[config.mk]
export PLATFORM = sky130hd
export DESIGN_NAME = alt_ddrx_reset_sequencer_flat
export DESIGN_NICKNAME = d
export VERILOG_FILES = /design/src/rtl/alt_ddrx_reset_sequencer_if.sv /design/src/rtl/alt_ddrx_reset_sequencer.sv /design/src/flat_wrapper.sv
export SDC_FILE = /design/constraint.sdc
export NUM_CORES = 1
export LEC_CHECK = 0
export BUFFER_PORTS_ARGS = -buffer_cell sky130_fd_sc_hd__buf_2
export CORE_UTILIZATION = 45
export DETAILED_ROUTE_END_ITERATION = 12
export MAX_ROUTING_LAYER = met4
export PLACE_DENSITY_LB_ADDON = 0.05
export SYNTH_ARGS = -nofsm -noshare
export SYNTH_HDL_FRONTEND = slang
export SYNTH_SLANG_ARGS = --single-unit
[constraint.sdc]
create_clock -name ctl_clk -period 1.6 [get_ports ctl_clk]
set_input_delay 0.24 -clock ctl_clk [delete_from_list [all_inputs] [get_ports ctl_clk]]
set_output_delay 0.24 -clock ctl_clk [all_outputs]
set_load 0.005 [all_outputs]
[src/rtl/alt_ddrx_reset_sequencer_if.sv]
// Interface bundling the sequencer's calibration, soft-reset handshake and
// reset fan-out signals. The slave modport is the sequencer's view and the
// master modport is the view of the block that drives calibration and soft
// reset requests.
interface alt_ddrx_reset_sequencer_if #(
    parameter int NUM_RESET_OUTPUT = 4
);
    logic                        ctl_cal_success;
    logic                        soft_reset_req;
    logic                        soft_reset_ack;
    logic [NUM_RESET_OUTPUT-1:0] resync_reset_n;
    logic                        ctl_ready;
    logic [7:0]                  reset_event_cnt;

    modport master (
        output ctl_cal_success,
        output soft_reset_req,
        input  soft_reset_ack,
        input  resync_reset_n,
        input  ctl_ready,
        input  reset_event_cnt
    );

    modport slave (
        input  ctl_cal_success,
        input  soft_reset_req,
        output soft_reset_ack,
        output resync_reset_n,
        output ctl_ready,
        output reset_event_cnt
    );
endinterface

[src/rtl/alt_ddrx_reset_sequencer.sv]
// Reset sequencer for the DDR controller clock domain.
// Synchronises release of ctl_reset_n, waits for PHY calibration, releases
// NUM_RESET_OUTPUT active-low resets in index order RELEASE_GAP cycles apart,
// and services a soft-reset request/acknowledge handshake.
// Optional feature macro: ALT_DDRX_RESET_EVENT_CNT_EN enables the saturating
// reset_event_cnt; without it the counter output is tied to zero.
module alt_ddrx_reset_sequencer #(
    parameter int SYNC_STAGES       = 2,
    parameter int NUM_RESET_OUTPUT  = 4,
    parameter int RELEASE_GAP       = 8,
    parameter int SOFT_RESET_CYCLES = 16
) (
    input  logic                          ctl_clk,
    input  logic                          ctl_reset_n,
    alt_ddrx_reset_sequencer_if.slave     rs
);

    localparam logic [2:0] ST_RESET    = 3'd0;
    localparam logic [2:0] ST_WAIT_CAL = 3'd1;
    localparam logic [2:0] ST_RELEASE  = 3'd2;
    localparam logic [2:0] ST_RUN      = 3'd3;
    localparam logic [2:0] ST_SOFT     = 3'd4;
    localparam logic [2:0] ST_ACK      = 3'd5;

    localparam int GAP_W  = $clog2(RELEASE_GAP + 1);
    localparam int IDX_W  = $clog2(NUM_RESET_OUTPUT + 1);
    localparam int SOFT_W = $clog2(SOFT_RESET_CYCLES + 1);

    localparam logic [NUM_RESET_OUTPUT-1:0] OUT_FIRST = NUM_RESET_OUTPUT'(1);
    localparam logic [GAP_W-1:0]  GAP_LAST  = GAP_W'(RELEASE_GAP - 1);
    localparam logic [IDX_W-1:0]  IDX_DONE  = IDX_W'(NUM_RESET_OUTPUT);
    localparam logic [SOFT_W-1:0] SOFT_LOAD = SOFT_W'(SOFT_RESET_CYCLES - 1);

    logic [SYNC_STAGES-1:0]      sync_chain;
    logic [2:0]                  state;
    logic [NUM_RESET_OUTPUT-1:0] out_n;
    logic                        ready;
    logic                        ack;
    logic                        armed;
    logic [GAP_W-1:0]            gap_cnt;
    logic [IDX_W-1:0]            rel_idx;
    logic [SOFT_W-1:0]           soft_cnt;
    logic                        soft_accept;

    // A request is taken only in RUN and only once the requester has been
    // seen low since the previous acknowledge.
    assign soft_accept = (state == ST_RUN) && rs.soft_reset_req && armed;

    // Reset synchroniser: asserts asynchronously, shifts in ones on release.
    always_ff @(posedge ctl_clk or negedge ctl_reset_n) begin
        if (!ctl_reset_n) begin
            sync_chain <= '0;
        end else begin
            sync_chain <= {sync_chain[SYNC_STAGES-2:0], 1'b1};
        end
    end

    // Sequencer FSM with release gap counter, soft-reset hold and handshake.
    always_ff @(posedge ctl_clk or negedge ctl_reset_n) begin
        if (!ctl_reset_n) begin
            state    <= ST_RESET;
            out_n    <= '0;
            ready    <= 1'b0;
            ack      <= 1'b0;
            armed    <= 1'b0;
            gap_cnt  <= '0;
            rel_idx  <= '0;
            soft_cnt <= '0;
        end else begin
            ack <= 1'b0;
            if (!rs.soft_reset_req) begin
                armed <= 1'b1;
            end
            case (state)
                ST_RESET: begin
                    armed <= 1'b1;
                    // Leave on the edge the synchroniser output rises.
                    if (sync_chain[SYNC_STAGES-2]) begin
                        state <= ST_WAIT_CAL;
                    end
                end
                ST_WAIT_CAL: begin
                    out_n <= '0;
                    ready <= 1'b0;
                    // Nothing releases before the synchroniser has fully settled.
                    if (rs.ctl_cal_success && sync_chain[SYNC_STAGES-1]) begin
                        out_n   <= OUT_FIRST;
                        gap_cnt <= '0;
                        rel_idx <= IDX_W'(1);
                        state   <= ST_RELEASE;
                    end
                end
                ST_RELEASE: begin
                    if (!rs.ctl_cal_success) begin
                        out_n <= '0;
                        state <= ST_WAIT_CAL;
                    end else if (rel_idx == IDX_DONE) begin
                        ready <= 1'b1;
                        state <= ST_RUN;
                    end else if (gap_cnt == GAP_LAST) begin
                        out_n   <= out_n | (OUT_FIRST << rel_idx);
                        rel_idx <= rel_idx + IDX_W'(1);
                        gap_cnt <= '0;
                    end else begin
                        gap_cnt <= gap_cnt + GAP_W'(1);
                    end
                end
                ST_RUN: begin
                    // Soft request wins over a simultaneous calibration loss.
                    if (soft_accept) begin
                        armed    <= 1'b0;
                        out_n    <= '0;
                        ready    <= 1'b0;
                        soft_cnt <= SOFT_LOAD;
                        state    <= ST_SOFT;
                    end else if (!rs.ctl_cal_success) begin
                        out_n <= '0;
                        ready <= 1'b0;
                        state <= ST_WAIT_CAL;
                    end
                end
                ST_SOFT: begin
                    if (soft_cnt == '0) begin
                        ack   <= 1'b1;
                        state <= ST_ACK;
                    end else begin
                        soft_cnt <= soft_cnt - SOFT_W'(1);
                    end
                end
                ST_ACK: begin
                    state <= ST_WAIT_CAL;
                end
                default: begin
                    out_n <= '0;
                    ready <= 1'b0;
                    state <= ST_RESET;
                end
            endcase
        end
    end

`ifdef ALT_DDRX_RESET_EVENT_CNT_EN
    logic       run_exit;
    logic [7:0] event_cnt;

    assign run_exit = (state == ST_RUN) && (soft_accept || !rs.ctl_cal_success);

    // Saturating count of RUN exits; cleared only by ctl_reset_n.
    always_ff @(posedge ctl_clk or negedge ctl_reset_n) begin
        if (!ctl_reset_n) begin
            event_cnt <= 8'h00;
        end else if (run_exit && (event_cnt != 8'hFF)) begin
            event_cnt <= event_cnt + 8'h01;
        end
    end

    assign rs.reset_event_cnt = event_cnt;
`else
    assign rs.reset_event_cnt = 8'h00;
`endif

    assign rs.resync_reset_n = out_n;
    assign rs.ctl_ready      = ready;
    assign rs.soft_reset_ack = ack;

endmodule

[src/flat_wrapper.sv]
// flat-port wrapper written by rule: the top's interface ports become plain ports
module alt_ddrx_reset_sequencer_flat 
#(
    parameter int SYNC_STAGES       = 2,
    parameter int NUM_RESET_OUTPUT  = 4,
    parameter int RELEASE_GAP       = 8,
    parameter int SOFT_RESET_CYCLES = 16
)
  (ctl_clk, ctl_reset_n, rs_ctl_cal_success, rs_soft_reset_req, rs_soft_reset_ack, rs_resync_reset_n, rs_ctl_ready, rs_reset_event_cnt);
  alt_ddrx_reset_sequencer_if #(.NUM_RESET_OUTPUT(NUM_RESET_OUTPUT)) rs_i ();
  input  logic ctl_clk;
  input  logic ctl_reset_n;
  input wire logic [$bits(rs_i.ctl_cal_success)-1:0] rs_ctl_cal_success;
  input wire logic [$bits(rs_i.soft_reset_req)-1:0] rs_soft_reset_req;
  output wire logic [$bits(rs_i.soft_reset_ack)-1:0] rs_soft_reset_ack;
  output wire logic [$bits(rs_i.resync_reset_n)-1:0] rs_resync_reset_n;
  output wire logic [$bits(rs_i.ctl_ready)-1:0] rs_ctl_ready;
  output wire logic [$bits(rs_i.reset_event_cnt)-1:0] rs_reset_event_cnt;
  assign rs_i.ctl_cal_success = rs_ctl_cal_success;
  assign rs_i.soft_reset_req = rs_soft_reset_req;
  assign rs_soft_reset_ack = rs_i.soft_reset_ack;
  assign rs_resync_reset_n = rs_i.resync_reset_n;
  assign rs_ctl_ready = rs_i.ctl_ready;
  assign rs_reset_event_cnt = rs_i.reset_event_cnt;
  alt_ddrx_reset_sequencer #(.SYNC_STAGES(SYNC_STAGES), .NUM_RESET_OUTPUT(NUM_RESET_OUTPUT), .RELEASE_GAP(RELEASE_GAP), .SOFT_RESET_CYCLES(SOFT_RESET_CYCLES)) u_core (.ctl_clk(ctl_clk), .ctl_reset_n(ctl_reset_n), .rs(rs_i));
endmodule
Word-level counts from Yosys, hierarchy flattened --
Index checks and enable logic that the tools add are counted.
Storage, ports and cells: register bits after elaboration 24, input port bits 4, output and inout port bits 14, word-level logic and storage cells 87
Operators by class: $add $sub $neg 3, eq/ne operators 20, shift-type cells 1, multiplexer cells 38, bitwise gates (word level) 2, reduce and logical (&&, ||, !) cells 14
Operator list (number):
- $mux 4 | 9
- $mux 3 | 11
- $pmux 3 s6 | 1
- $pmux 4 s4 | 1
- $ne 2x1->1 const B | 6
- $reduce_and 4->1 | 3
- $mux 5 | 2
- $pmux 5 s2 | 1
- $reduce_and 5->1 | 2
- $eq 3x3->1 const B | 3
- $mux 1 | 9
- $ne 3x2->1 const B | 3
- $pmux 4 s2 | 1
- $eq 3x2->1 const B | 2
- $ne 2x2->1 const B | 3
- $pmux 3 s2 | 1
- $logic_not 5->1 | 1
- $sub 5x1->5 const B | 1
- $add 4x1->4 const B | 1
- $eq 4x3->1 const B | 1
- $or 4x4->4 | 1
- $reduce_bool 2->1 | 2
- $shl 1x3->4 const A | 1
- $add 3x1->3 const B | 1
- 9 further kinds | 11

Longest topological paths before layout --
Gate-level depths: netlist of the first run.
word-level depth 6, gate-level depth with buffers 6, mapped depth without buffers 6

Least setup slack after synthesis of the first run --
Ideal clock, no wire load.
path kind register to register, start reg u_core.rel_idx[0], end reg u_core.gap_cnt[2], setup time 69 ps, data arrival time 1621 ps, required time 1531 ps, setup slack -90 ps, cell stages (with the launch flop) 7, path buffers 0, period minus slack after synthesis 1690 ps, cells stage by stage dfrtp_1 inv_1 ha_1 a21oi_2 a22oi_4 or4_1 nand3_1
Between the ends: cells in the longest elaborated chain, start to end 3
Ends and longest elaborated chain:
- start, declared | RTL line alt_ddrx_reset_sequencer.sv:41 | logic [IDX_W-1:0] rel_idx;
- start signal, assigned | RTL line alt_ddrx_reset_sequencer.sv:102 | rel_idx <= rel_idx + IDX_W'(1);
- $eq 3x3->1 | RTL line alt_ddrx_reset_sequencer.sv:97 | end else if (rel_idx == IDX_DONE) begin
- $ne 2x2->1 (no source line)
- $reduce_and 4->1 (no source line)
- end signal, assigned | RTL line alt_ddrx_reset_sequencer.sv:105 | gap_cnt <= gap_cnt + GAP_W'(1);
- end, declared | RTL line alt_ddrx_reset_sequencer.sv:40 | logic [GAP_W-1:0] gap_cnt;
Every way passes these cells. A chain may end at the register's enable or synchronous reset.

Final worst setup path of the first run --
start reg u_core.soft_cnt[0], end reg u_core.soft_cnt[0]
Between the ends: cells in the longest elaborated chain, start to end 3, elaborated cells on any way between the ends 6, classes of those cells add/sub: 1; eq/ne: 1; mux: 2; reduce/logical: 2
Ends and longest elaborated chain:
- start, declared | RTL line alt_ddrx_reset_sequencer.sv:42 | logic [SOFT_W-1:0] soft_cnt;
- start signal, assigned | RTL line alt_ddrx_reset_sequencer.sv:127 | soft_cnt <= soft_cnt - SOFT_W'(1);
- $sub 5x1->5 / $logic_not 5->1 (equally long branches) | RTL line alt_ddrx_reset_sequencer.sv:127, alt_ddrx_reset_sequencer.sv:123
- $mux 5 / $ne 2x2->1 (equally long branches)
- $pmux 5 s2 / $reduce_and 3->1 (equally long branches)
Several ways; a longest one is shown, not always the timed one. The select of a mux whose other input is x is not followed.

==> results list, run 1 <==
- Setup violations remaining at the end of the flow were counted as 2.
- Area of all placed cells without fillers: between 1500 and 2000 um^2
* Number of buffers added on ports: 9
- The congestion estimate from routability-driven global placement came to between 0.8 and 0.9.
- Top flip-flop cell by instance count after synthesis: sky130_fd_sc_hd__dfrtp_1
* Peak supply drop: around 0.00064 V
- DRC Markers: 3
- In this run, CTS created clock tree buffers numbering 3.
- Post-synthesis sequential area ratio: approximately 44%
- Number of distinct library cell variants in the gate-level netlist after synthesis: 48
- DP Wirelength: ~2.1 mm
- The largest individual stage delay along the critical path comes from the cell sky130_fd_sc_hd__or4b_4.
- TritonCTS built the clock tree.
* Post-layout min period: roughly 1600 ps
- N_diodes: 0
- Cell seen most often among critical-path stages: sky130_fd_sc_hd__nand2_4
- For the worst-skew pair, the clock arrives at the later sink with an insertion delay of between 300 and 400 ps.
- CP Launch Type: flip-flop
- In the finished design, the share of the clock period the worst path needs comes to 100%.
- After the first detailed-routing iteration, the DRC count stood at 17.
* Class of the worst hold path: input port to flip-flop
* Warning count from the yosys run: 0
- In this run the static leakage power is between 0.0007 and 0.0008 uW.
- Clock tree synthesis found a total of 24 sinks.
- Actual slew at the worst max-slew pin: 530 ps
- The critical path in this run is classified as flip-flop to flip-flop.
* RSZ-0062 raised after global routing: yes
* Synth Area per Inst: between 10 and 15 um^2
- Area grow syn2layout: 19.5%
* Cells taking the most area after synthesis: sky130_fd_sc_hd__dfrtp_1 (44%), sky130_fd_sc_hd__ha_1 (6.5%), sky130_fd_sc_hd__buf_4 (4.4%), sky130_fd_sc_hd__nand2_1 (3.6%), sky130_fd_sc_hd__nand2b_1 (2.8%)
* Failing checks: DRC, setup timing
- Counting instances in the post-synthesis netlist gives the leading cell types as sky130_fd_sc_hd__dfrtp_1 (24), sky130_fd_sc_hd__nand2_1 (13), sky130_fd_sc_hd__buf_4 (8), sky130_fd_sc_hd__ha_1 (7).
- Summing all placed instances gives a cell area of around 1500 um^2.
- Origin of the critical flop-to-flop path: u_core.soft_cnt[0]$_DFFE_PN0P_
* Filler cells: between 200 and 300
- Horizontal extent of the die: 56.9 um
- Power spread over the standard cell area amounts to between 1000 and 1500 nW/um^2.
- Clock tree synthesis selected as its root buffer the cell sky130_fd_sc_hd__clkbuf_4.
- Detailed-route wire length: ~2.8 mm
* Number of global-route vias before repair: 1005
- The worst hold path begins at rs_soft_reset_req.
- I/O pins: 18
- The final count of pins violating max slew is 0.
- Core area: about 2800 um^2
* Post-Syn Area: between 1000 and 1500 um^2
- The number of hold-slack violations in the final timing report was 0.
- On the final layout, the worst hold slack is approximately 120 ps.
- Wire length per cell: ~14 um
* Fraction of registers with async set or reset after synthesis: 100%
* Global route total overflow: 0
- Antenna violations before repair: 0
- The die covers roughly 3200 um^2.
- Static timing analysis puts the maximum clock frequency at 622 MHz.
* Worst path arrival time: 1840 ps
- The detailed router placed ~1000 vias in this run.
- Fin nets: approximately 170
- Once the floorplan was initialized, standard cells occupied between 40% and 50% of the core.
- Total of flip-flops plus latches after synthesis: 24
- In this run the number of H-tree levels came out at 1.
* Post-layout worst setup margin: -6.92 ps
- STA puts the critical path data required time at ~1800 ps.
* Cell taking the most area after synthesis: sky130_fd_sc_hd__dfrtp_1
- Status: finished with violations
- In the global route stage, overall resource usage came out at between 10% and 20%.
* Floorplan row count: 19
* Post-synth top area share: 44.2%
- Setup skew after layout: 15.9 ps
- In this design, the stage delay of the slowest critical-path cell is ~500 ps.
- The signal on the critical path passes through inv_2, ha_4, or4b_4, nand2_4, nand2_4, mux2_4.
- Critical Path Source: u_core.soft_cnt[0]$_DFFE_PN0P_
- Number of cells produced by synthesis: approximately 140
- Of the cells placed in the final design, the portion with a size suffix greater than 1 is between 20% and 30%.
- Post-synth EDFFs: 0
- Most instantiated library cell after synthesis: sky130_fd_sc_hd__dfrtp_1
* First-pass iteration count of the detailed router: 8
* Wire length of the first global-routing pass: around 4.5 mm
- In this run the remaining antenna-violating nets after routing total 0.
- Height of the chip: around 57 um
* Headroom to the max-slew limit: between 60 and 70%
* Deepest clock path buffer count: 2
- After detailed routing, the number of vias per cell comes to between 5 and 6.
* Largest net degree at the start of global routing: 25
- Maximum fanout count along the critical path: 3
* Sort of element at the end of the critical path: flip-flop
* Clock Pin Slew Worst Setup and Hold Paths: approximately 150 ps
* Max-cap violations: 0
metrics by stage:
step | TNS, ps | std cells | worst slack, ps | total power, uW | utilization [%]
after floorplan | 0 | 142 | 12.1 | 1480 | -
after global placement | 0 | 185 | 18.4 | 1780 | 54.4
after detailed placement | -34.0 | 185 | -33.1 | 1800 | 54.4
after CTS | -34.6 | 192 | -18.3 | 2260 | 57.3
after global routing | -94.3 | 192 | -44.8 | 2410 | 57.9
final | -12.5 | 192 | -6.92 | 2280 | 57.9
logic make-up (layout without fill, tap and decap cells):
logic type      after synthesis  after routing  synth area share (%)
buf+inv                      18             37                  7.93
xor+xnor                      2              2                  1.29
compound gates               29             29                  16.0
flops                        24             24                  44.2
fa+ha+maj                     7              7                  6.45
mux                           2              2                  1.57
other cells                   2              9                 0.553
simple gates                 51             51                  21.9
registers in the layout, summed over array words and instances (netlist names):
name,flops
u_core.soft_cnt,5
u_core.gap_cnt,4
u_core.rs.soft_reset_ack,1
u_core.rs.resync_reset_n,4
u_core.sync_chain,2
u_core.state,3
u_core.rel_idx,3
u_core.armed,1
u_core.rs.ctl_ready,1
cells in the final DEF (no fill, tap or decap), types with 2 or more instances in the layout:
master,n
sky130_fd_sc_hd__nand2_1,12
sky130_fd_sc_hd__buf_2,9
sky130_fd_sc_hd__buf_4,16
sky130_fd_sc_hd__a22o_1,3
sky130_fd_sc_hd__and3b_1,2
sky130_fd_sc_hd__nand2b_1,6
sky130_fd_sc_hd__o21ai_0,4
sky130_fd_sc_hd__nand3_1,6
sky130_fd_sc_hd__and2_1,2
sky130_fd_sc_hd__conb_1,9
sky130_fd_sc_hd__clkbuf_4,3
sky130_fd_sc_hd__nor2_1,5
sky130_fd_sc_hd__a21oi_1,6
sky130_fd_sc_hd__nand2_4,2
sky130_fd_sc_hd__dfrtp_1,23
sky130_fd_sc_hd__and3_1,4
sky130_fd_sc_hd__ha_4,2
sky130_fd_sc_hd__inv_2,5
sky130_fd_sc_hd__ha_1,4
sky130_fd_sc_hd__nor3_1,2
sky130_fd_sc_hd__inv_1,2
sky130_fd_sc_hd__a31oi_1,2
repair_timing:
action	CTS	global route
hold endpoints to repair	24	0
pin swaps	1	5
gates resized for setup	2	6
endpoints found under the setup margin	2	7
hold buffers	1	0
cloned	0	0
setup buffers	2	0
worst max-delay path: cells and delay by family, from the launching register on:
kind,cells,cell delay [ps]
simple gates,3,640
buf+inv,1,80
flops,1,430
fa+ha+maj,1,120
mux,1,250
path summary, 6_finish.rpt:
kind	to	slack (ps)	cells past startpoint
max	u_core.soft_cnt[0]$_DFFE_PN0P_	-7	6
min	u_core.armed$_DFF_PN0_	120	2
max reg2reg	u_core.soft_cnt[0]$_DFFE_PN0P_	-7	6
min reg2reg	u_core.sync_chain[1]$_DFF_PN0_	400	0
max in group asynchronous	u_core.state[0]$_DFFE_PN0P_	790	2
min in group asynchronous	u_core.rs.resync_reset_n[3]$_DFFE_PN0P_	410	2
where the power goes:
part	internal [uW]	total (uW)	switching (uW)
logic	479	985	506
clock network	253	452	199
registers	721	845	125
layer usage:
layer  track usage (%)  vias up  wire, um
li1                  -      518         -
met1              23.6      504      1310
met2              30.9       25      1340
met3              2.07        2       102
met4              6.97        0        15
met5                 -        -         0
final cells by class:
class | count | area, um^2 | share of cell area [%]
Clock inverter | 1 | 30.0 | 1.85
Multi-Input combinational cell | 100 | 728 | 44.9
Clock buffer | 3 | 22.5 | 1.39
Tap cell | 31 | 38.8 | 2.39
Timing Repair Buffer | 26 | 175 | 10.8
Inverter | 7 | 26.3 | 1.62
Sequential cell | 24 | 602 | 37.1
Note: power is estimated with default switching activity, not from simulation.
==> run 2: changes to the inputs <==
- CORE_UTILIZATION: 45 -> 40
==> run 2 against run 1 <==
The run ends with setup timing left. Die area rose by 12%. Combinational power rose by 5%. Critical path depth did not move. Highest routed layer unchanged.
==> results list, run 2 (same netlist as run 1, synthesis figures left out) <==
- The flow ran to the end, but the final reports show violations.
* Failing checks: setup timing
- The die covers 3630 um^2.
* Number of global-route vias before repair: around 1100
* Actual slew at the worst max-slew pin: around 530 ps
* Final setup violating endpoints: 1
* Fin nets: 176
- Tracing the worst setup path back leads to its startpoint at u_core.soft_cnt[0]$_DFFE_PN0P_.
- The number of hold-slack violations in the final timing report came to 0.
- The internal portion of the total power is 1500 uW.
* Wire length per cell: about 14 um
* Leak: between 0.0007 and 0.0008 uW
- The root buffer cell chosen for the clock tree is sky130_fd_sc_hd__clkbuf_4.
- Height of the chip: between 60 and 70 um
- Count of H-tree levels built during CTS: 1
- Combinational share of power: a little over two fifths
* Total via count after detailed routing: 1081
- Class of the worst hold path: input port to flip-flop
* Number of nets with antenna violations after detailed routing: 0
* Sort of element at the end of the critical path: flip-flop
- Global route total overflow: 0
* Number of cell instances on the worst register-to-register path: 6
- Filler cells: 291
- The multi-input combinational cells in the finished layout cover a total of 737 um^2.
* Clock Pin Slew Worst Setup and Hold Paths: 150 ps
- Peak supply drop: approximately 0.00070 V
* Portion of total power attributed to the clock network: around a fifth
- The final critical path takes up 101% of the cycle.
* RSZ-0062 raised after global routing: yes
- Data on the critical path arrives at its endpoint at 1860 ps.
* Final slew viol count: 0
- DRC Markers: 0
- Post-layout worst setup margin: -23.4 ps
- After the first detailed-routing iteration, the DRC count stood at 40.
* Worst Path Class, Setup: flip-flop to flip-flop
* Largest net degree at the start of global routing: 25
* Power density cells: 1410 nW/um^2
- Once layout is done, the placed cells without fillers occupy approximately 1700 um^2.
* Max FFs per register: 5
- Wire length of the first global-routing pass: approximately 4.9 mm
- Commonest non-fill, non-tap cell in the layout: sky130_fd_sc_hd__dfrtp_1
* Headroom to the max-slew limit: around 65%
- Registers take between 600 and 700 um^2.
* Number of buffers added on ports: 9
- Cells with a size suffix above 1 make up 32.3% of the layout.
* Post-layout min period: 1620 ps
* Area grow syn2layout: 23.0%
- TritonCTS built the clock tree.
* Fraction of power spent switching nets: about 36%
- Along the worst path, the maximum fanout reaches 3.
- Worst Min Path Start: rs_soft_reset_req
- Floorplan row count: 20
* Antenna violations before repair: 0
- Leaving out filler cells and counting taps, the final layout contains about 210.
- Origin of the critical flop-to-flop path: u_core.soft_cnt[0]$_DFFE_PN0P_
- During I/O placement, the number of pins put on the boundary was 18.
* Hold path depth: 2
- CTS buffer count: 3
* Cell area reported after detailed placement: between 1500 and 2000 um^2
- Deepest clock path buffer count: 2
* Placed cell count: 200
* Core area: 3130 um^2
- CP Data Required Time: around 1800 ps
- Measured along the x axis, the die boundary spans 60.3 um.
- DP Wirelength: between 2 and 2.5 mm
- Routability congestion estimate from global placement: 0.880
- Highest Clock Rate: 616 MHz
- N_diodes: 0
* CP Launch Type: flip-flop
- Counting every sink on the clock net gives 24.
* Top register by number of flip-flops: u_core.soft_cnt
- Sequential fraction of design power: between 30% and 40%
- In the routed layout, each cell is associated on average with a via count of 5.20.
- The later pin in the worst-skew pair is clocked with a latency of approximately 330 ps.
- Across every metal layer, demand over resource in global routing totals roughly a fifth.
- Commonest non-fill, non-tap cells in the layout: sky130_fd_sc_hd__dfrtp_1 (23), sky130_fd_sc_hd__buf_4 (19), sky130_fd_sc_hd__nand2_1 (12)
- The initial utilization of the core area, before any placement, comes to a little over two fifths.
- Before antenna repair, the detailed router went through 4 iterations.
- Summed over all layers, the routed wires come to about 2.9 mm.
- Setup skew after layout: around 7 ps
- Max-cap violations: 0
- Switching power total: about 850 uW
==> run 2: final cells by class <==
| type | instances | area share [%] |
|---|---|---|
| timing repair buffer | 29 | 11.8 |
| sequential | 24 | 36.0 |
| inverter | 7 | 1.57 |
| tap | 44 | 3.30 |
| clock buffer | 3 | 1.35 |
| multi-input combinational | 100 | 44.1 |
| clock inverter | 1 | 1.80 |
==> run 2: timing repair <==
item | in CTS | in global routing
endpoints found under the setup margin | 4 | 9
pin swaps | 3 | 4
buffers inserted | 2 | 1
hold endpoints to repair | 24 | 0
resized for setup | 5 | 5
hold buffers | 1 | 0
gates cloned | 0 | 0
==> run 2: layer usage <==
| layer | track usage (%) | vias up | share of wire (%) |
|---|---|---|---|
| li1 | - | 524 | - |
| met3 | 2.60 | 5 | 3.1 |
| met1 | 24.7 | 526 | 48 |
| met2 | 29.7 | 26 | 47 |
| met5 | - | - | 0 |
| met4 | 8.31 | 0 | 1.7 |
==> run 2: worst max-delay path, cell delays in order, from the launching register on <==
cell,delay [ps]
sky130_fd_sc_hd__dfrtp_1,420
sky130_fd_sc_hd__inv_2,80
sky130_fd_sc_hd__ha_4,120
sky130_fd_sc_hd__or4b_4,490
sky130_fd_sc_hd__nand2_4,110
sky130_fd_sc_hd__nand2_4,50
sky130_fd_sc_hd__mux2_4,250
==> run 2: path summary, 6_finish.rpt <==
check                                                       to  slack, ps
worst max-delay path            u_core.soft_cnt[0]$_DFFE_PN0P_        -20
worst min-delay path                    u_core.armed$_DFF_PN0_        110
worst max register to register  u_core.soft_cnt[0]$_DFFE_PN0P_        -20
worst min register to register  u_core.sync_chain[1]$_DFF_PN0_        390
max in group asynchronous          u_core.state[0]$_DFFE_PN0P_        810
min in group asynchronous        u_core.rel_idx[2]$_DFFE_PN0P_        400
==> run 2: stage by stage <==
step                      util, %  TNS [ps]  setup slack [ps]  power, uW  hold slack, ps
after global placement       49.8         0              20.1       1810             249
after floorplan                 -         0              12.1       1480           -55.6
after detailed placement     49.8     -26.9             -21.5       1820             254
after global routing         53.4      -137             -51.8       2510             123
final                        53.4     -23.4             -23.4       2350             114
after CTS                    52.6     -21.8             -21.8       2320            98.4
==> run 2: power by group through the flow <==
stage | Combinational [uW] | Clock [uW] | Sequential [uW]
global route | 1140 | 494 | 883
global placement | 945 | 0 | 861
detailed placement | 954 | 0 | 865
finish | 1030 | 458 | 863
CTS | 992 | 469 | 860
floorplan | 653 | 0 | 822
